`config.mk`:
```
export PLATFORM = sky130hd
export DESIGN_NAME = clk_div_bank
export DESIGN_NICKNAME = d
export VERILOG_FILES = /design/src/rtl/clk_div_bank.sv
export SDC_FILE = /design/constraint.sdc
export NUM_CORES = 1
export LEC_CHECK = 0
export CORE_MARGIN = 1
export CORE_UTILIZATION = 55
export CTS_BUF_LIST = sky130_fd_sc_hd__clkbuf_4
export CTS_CLUSTER_SIZE = 40
export DETAILED_ROUTE_END_ITERATION = 10
export PLACE_DENSITY = 0.75
export SYNTH_ARGS = -nofsm -noshare
export SYNTH_HDL_FRONTEND = slang
export SYNTH_SLANG_ARGS = --single-unit
```
`constraint.sdc`:
```
create_clock -name master_clk -period 5.6 [get_ports master_clk]
set_input_delay 0.56 -clock master_clk [delete_from_list [all_inputs] [get_ports master_clk]]
set_output_delay 0.56 -clock master_clk [all_outputs]
set_load 0.05 [all_outputs]
```
`src/rtl/clk_div_bank.sv`:
```
// clk_div_bank: bank of independent programmable clock dividers with shadowed
// divisors that retime at terminal count, plus a global phase-align strobe.
`default_nettype none

module clk_div_bank #(
  parameter int NUM_CH      = 2,
  parameter int CNT_W       = 18,
  parameter int DEFAULT_DIV = 4,
  parameter int SEL_W       = (NUM_CH > 1) ? $clog2(NUM_CH) : 1
) (
  input  logic              master_clk,
  input  logic              reset,
  input  logic [NUM_CH-1:0] ch_en,
  input  logic              sync_all,
  input  logic              div_wr,
  input  logic [SEL_W-1:0]  div_sel,
  input  logic [CNT_W-1:0]  div_val,
  output logic [NUM_CH-1:0] clk_out,
  output logic [NUM_CH-1:0] tick,
  output logic [NUM_CH-1:0] pend,
  output logic              wr_err
);

  localparam logic [SEL_W:0]   NUM_CH_EXT = (SEL_W + 1)'(NUM_CH);
  localparam logic [CNT_W-1:0] DIV_RST    = CNT_W'(DEFAULT_DIV);
  localparam logic [CNT_W-1:0] DIV_MIN    = CNT_W'(2);
  localparam logic [CNT_W-1:0] ONE        = CNT_W'(1);

  logic wr_ok;
  logic wr_err_d, wr_err_q;

  always_comb begin
    wr_ok    = div_wr && ({1'b0, div_sel} < NUM_CH_EXT) && (div_val >= DIV_MIN);
    wr_err_d = 1'b0;
    if (!reset) wr_err_d = div_wr && !wr_ok;
  end

  always_ff @(posedge master_clk) begin
    wr_err_q <= wr_err_d;
  end

  assign wr_err = wr_err_q;

  for (genvar i = 0; i < NUM_CH; i++) begin : g_ch
    logic [CNT_W-1:0] cnt_q, cnt_d;
    logic [CNT_W-1:0] n_q, n_d;
    logic [CNT_W-1:0] shadow_q, shadow_d;
    logic             pend_q, pend_d;
    logic             clk_q, clk_d;
    logic             tc, restart, apply, wr_hit;

    always_comb begin
      tc       = (cnt_q == n_q - ONE);
      // A disabled or re-synced channel restarts its period from zero.
      restart  = sync_all || !ch_en[i];
      apply    = pend_q && (restart || tc);
      wr_hit   = wr_ok && (div_sel == SEL_W'(i));
      cnt_d    = cnt_q;
      n_d      = n_q;
      shadow_d = shadow_q;
      pend_d   = pend_q;
      clk_d    = 1'b0;
      if (reset) begin
        cnt_d    = '0;
        n_d      = DIV_RST;
        shadow_d = DIV_RST;
        pend_d   = 1'b0;
      end else begin
        if (restart || tc) cnt_d = '0;
        else               cnt_d = cnt_q + ONE;
        if (!restart) clk_d = (cnt_q < (n_q >> 1));
        // Apply uses the shadow as it stood before any same-cycle write.
        if (apply) n_d = shadow_q;
        if (wr_hit) begin
          shadow_d = div_val;
          pend_d   = 1'b1;
        end else if (apply) begin
          pend_d   = 1'b0;
        end
      end
    end

    always_ff @(posedge master_clk) begin
      cnt_q    <= cnt_d;
      n_q      <= n_d;
      shadow_q <= shadow_d;
      pend_q   <= pend_d;
      clk_q    <= clk_d;
    end

    assign clk_out[i] = clk_q;
    assign pend[i]    = pend_q;
    assign tick[i]    = ch_en[i] && tc && !sync_all && !reset;
  end

endmodule

`default_nettype wire

```
# After elaboration in Yosys (flattened, before gate mapping)
# Cells that the tools add are included.
# word_totals
reg_bits,113
wordCells,52
# classes
n_reduce_logical,27
bitwise_logic,1
add_sub_neg,4
n_lt_le_gt_ge,3
n_eq_ne,2
muxes,4
# ops
op,n
"18-bit by 1-bit adder with 18-bit output, second input constant",2
18-bit equality test,2
18-bit by 17-bit less-than comparator with 1-bit output,2
"18-bit by 1-bit subtractor with 18-bit output, second input constant",2
"18-bit by 2-bit >= comparator with 1-bit output, second input constant",1
1-bit logical AND,12
2-bit OR reduction,4
1-bit logical NOT,5
1-bit logical OR,4
1-bit two-way mux,4
2-bit nonzero test,2
1-bit NOT,1

# Longest topological paths before layout
# logic_depth
depth_word,6
mapped_depth,12
depth_no_buf,9

# Worst setup path before layout
# OpenSTA, ideal clock, no wires.
# synth_path
path_kind,flip-flop to output port
start,reg g_ch[1].n_q[0]
end,out tick[1]
path_buffers,1
required_time_ps,5040
arrival_time_ps,3431
setup_slack_ps,1609
path_stages_with_launch,11
path_cell_list,dfxtp_1 > clkbuf_1 > inv_1 > ha_1 > nor3b_2 > and4_1 > or3_1 > a41oi_1 > a41oi_1 > or4_1 > nor3_1
# synth_via
elab_chain_len,5
# synth_rtl
element,line,rtl
start: declaration,46,"logic [CNT_W-1:0] n_q, n_d;"
start signal: assignment,85,n_q <= n_d;
18-bit by 1-bit subtractor with 18-bit output,53,tc = (cnt_q == n_q - ONE);
18-bit equality test,53,
1-bit logical AND (3 in series),93,assign tick[i] = ch_en[i] && tc && !sync_all && !reset;
end: declaration,19,"output logic [NUM_CH-1:0] tick,"
# No other way between the ends.

# Final worst setup path
# layout_path
start,reg g_ch[0].n_q[0]
end,out tick[0]
# layout_via
elab_chain_len,5
# layout_rtl
element,line
start: declaration,46
start signal: assignment,85
18-bit by 1-bit subtractor with 18-bit output,53
18-bit equality test,53
1-bit logical AND (3 in series),93
# No other way between the ends.

==> impl_metrics.json <==
{
  "syn-instance-count": 779,
  "synth-seq-cells": 113,
  "synth_xor_xnor_area_share": 0.09742,
  "hpwl_mm": 11.62,
  "power.leakage_nw": 2.910,
  "ys_seq_area_frac": 0.3311,
  "drt-pass1-iter-count": 5,
  "fin_ws_ps": 827.0,
  "synth_nets": 840,
  "post-place-ws_ps": 1404,
  "cts_max_path_buffers": 2,
  "synth-adder-area-share": 0.06592,
  "clkSlewWorstSetupHoldPaths_ps": 110,
  "drt-initial-drc-count": 409,
  "hold_viol_final": 0,
  "avgSynthCellArea_sq_um": 8.771,
  "fmax_ghz": 0.2095,
  "wirelength_mm": 15.43,
  "start_util": 0.5665,
  "power_mw": 1.727,
  "synthesis.area_sq_mm": 0.006833,
  "muxShareOfSynthArea": 0.1003,
  "drv_cap": 0,
  "dieArea_sq_mm": 0.01287,
  "detail_route.wl_per_cell_um": 15.84,
  "path_class": "register to output port",
  "io_buffers": 31,
  "async_reset_ff_frac": 0,
  "post-route-min-period_ps": 4773,
  "grt_usage": 0.2630,
  "holdPathEnd": "g_ch[1].shadow_q[13]$_SDFFE_PP0P_",
  "grt_pass1_wl_mm": 26.60,
  "cts-root-buf": "clkbuf_4",
  "required_ps": 5040,
  "core_sq_mm": 0.01206,
  "post-cts-setup-buffers": 0,
  "ir_drop_v": 0.0002667,
  "gp_congestion": 0.9227,
  "status": "complete, no violations",
  "fin_tns_setup_ps": 0,
  "ioPinCount": 32,
  "reg2regPathDepth": 9,
  "synth_flop_cell": "dfxtp_1",
  "diodes": 0,
  "synth_top_cell_by_area": "dfxtp_1",
  "first_global_vias": 5473,
  "vias": 5589,
  "vias_per_cell": 5.738,
  "rsz0062_at_grt": "false",
  "ys_top_cells_by_area": "dfxtp_1, mux2i_1, ha_1",
  "area_growth_pct": 10.47,
  "ys_types": 63,
  "synth_top_family_by_area": "simple AND/OR/NAND/NOR gates",
  "yosysWarnings": 0,
  "setup_viol": 0,
  "worstReg2RegStart": "g_ch[1].n_q[0]$_SDFFE_PP0P_",
  "cts_tree": "built",
  "regToRegSetupSlack_ps": 2110,
  "yosysTopAreaCellShare": 0.3311,
  "crit_path_start_kind": "register",
  "die-width_um": 113.5,
  "hold_path_depth": 2,
  "crit_arrival_ps": 4210,
  "crit_fanout": 20,
  "end_kind": "output port",
  "fin_nets": 854,
  "postRouteAntennaNets": 0,
  "yosys.area_share.simple": 0.2717,
  "clock_skew_ps": 12.96,
  "hold_path_class": "register to register",
  "cts_resized": 0,
  "r2r-end": "g_ch[1].pend_q$_SDFFE_PP0P_",
  "worst_pin_slew_ps": 1196,
  "rows": 40,
  "cts.sinks": 113,
  "overflow": 0,
  "drv_slew": 0,
  "cts_max_level": 4,
  "clk_latency_ps": 520,
  "ctsHoldBuffers": 0,
  "hold_start": "g_ch[1].shadow_q[13]$_SDFFE_PP0P_",
  "p_per_area_mw_per_mm2": 228.7,
  "numCtsBuffers": 17,
  "grt_start_max_net_pins": 113,
  "period_share": 0.8523,
  "max_slew_margin": 0.2005,
  "synth_edf_count": 0,
  "drc": 0,
  "synth_compound_area_frac": 0.07691,
  "drive_above_1_share": 0.09181,
  "die_y_um": 113.5,
  "nFillCells": 1059,
  "antenna_found_initial": 0
}
critical path, cell delays in order, from the launching register on:
cell             delay [ps]
dfxtp_1                 390
inv_1                    80
ha_1                    270
or4b_1                  520
nor4_4                  260
mux2_2                  390
mux2i_2                 150
a21oi_1                 150
nor4b_2                 230
buf_4                   270
nor2b_1                 160
clkdlybuf4s50_1         810
worst max-delay path by stage:
| stage | from | end | slack, ps | depth (start not counted) |
|---|---|---|---|---|
| 6_report | g_ch[0].n_q[0]$_SDFFE_PP0P_ | tick[0] | 830 | 11 |
| 5_1_grt | g_ch[0].n_q[0]$_SDFFE_PP0P_ | tick[0] | 580 | 11 |
| 4_1_cts | g_ch[0].n_q[0]$_SDFFE_PP0P_ | tick[0] | 780 | 11 |
| 3_5_place_dp | g_ch[0].n_q[0]$_SDFFE_PP0P_ | tick[0] | 1400 | 11 |
| 3_3_place_gp | g_ch[0].n_q[0]$_SDFFE_PP0P_ | tick[0] | 1480 | 11 |
| 2_1_floorplan | g_ch[1].n_q[0]$_SDFFE_PP0P_ | tick[1] | 1610 | 10 |
per-stage QoR:
step / hold WS, ps / util / instances / instance area, sq um
6_report: 462.7 / 0.6258 / 974 / 7548
2_1_floorplan: 436.1 / - / 779 / 6833
4_1_cts: 463.8 / 0.6258 / 974 / 7548
5_1_grt: 493.0 / 0.6258 / 974 / 7548
3_3_place_gp: 445.7 / 0.5964 / 942 / 7193
3_5_place_dp: 447.2 / 0.5964 / 942 / 7193
flip-flops by register name (all words and copies together), names as in the netlist:
signal,count
g_ch.n_q,36
g_ch.cnt_q,36
g_ch.shadow_q,36
g_ch.clk_q,2
g_ch.pend_q,2
wr_err,1
cells by family after synthesis:
kind of cell             after synthesis
buffers and inverters                 85
AND/OR/NAND/NOR                      325
AO/OA/AOI/OAI                         76
multiplexers                          68
adder cells (fa/ha/maj)               36
XOR/XNOR                              76
flip-flops                           113
cell type report:
cell class,instances,area [sq um],area share
multi-input combinational,581,4209,0.5576
sequential,113,2262,0.2997
clock buffer,17,127.6,0.01691
clock inverter,15,227.7,0.03017
timing repair buffer,37,350.3,0.04641
tap,168,210.2,0.02785
inverter,43,161.4,0.02138
synthesized netlist by cell type, types with 12 or more instances:
master and n:
nor3_1 28, clkbuf_1 27, xnor2_1 40, a21oi_1 17
dfxtp_1 113, nand2b_1 52, and3_1 14, nand2_1 31
mux2i_1 66, nor4_1 12, nor2_1 77, nand3_1 28
nand4_1 19, inv_1 43, ha_1 36, xor2_1 36
or2b_2 15
report_power, final:
part / switching (mW) / internal (mW)
clock: 0.343 / 0.405
combinational: 0.0758 / 0.0665
sequential: 0.0146 / 0.821
routing by layer:
layer  track usage  up-vias  part of all wire
met1        0.3564     2686              0.48
met2        0.4033      158              0.45
met4        0.1167        0             0.023
li1              -     2725                 -
met5             0        -                 0
met3       0.05579       20             0.048
cells in the final DEF (no fill, tap or decap), drive strengths merged, types with 17 or more instances in the layout:
cell type,Yosys,routed
nand4,19,19
nor3,32,32
nand2b,52,52
xor2,36,36
ha,36,36
nand2,31,31
dfxtp,113,113
xnor2,40,40
or2b,21,21
nor2,77,77
a21oi,17,17
nand3,28,28
clkbuf,28,17
clkdlybuf4s50,0,30
mux2i,67,67
inv,43,48
Note: power is estimated with default switching activity, not from simulation.
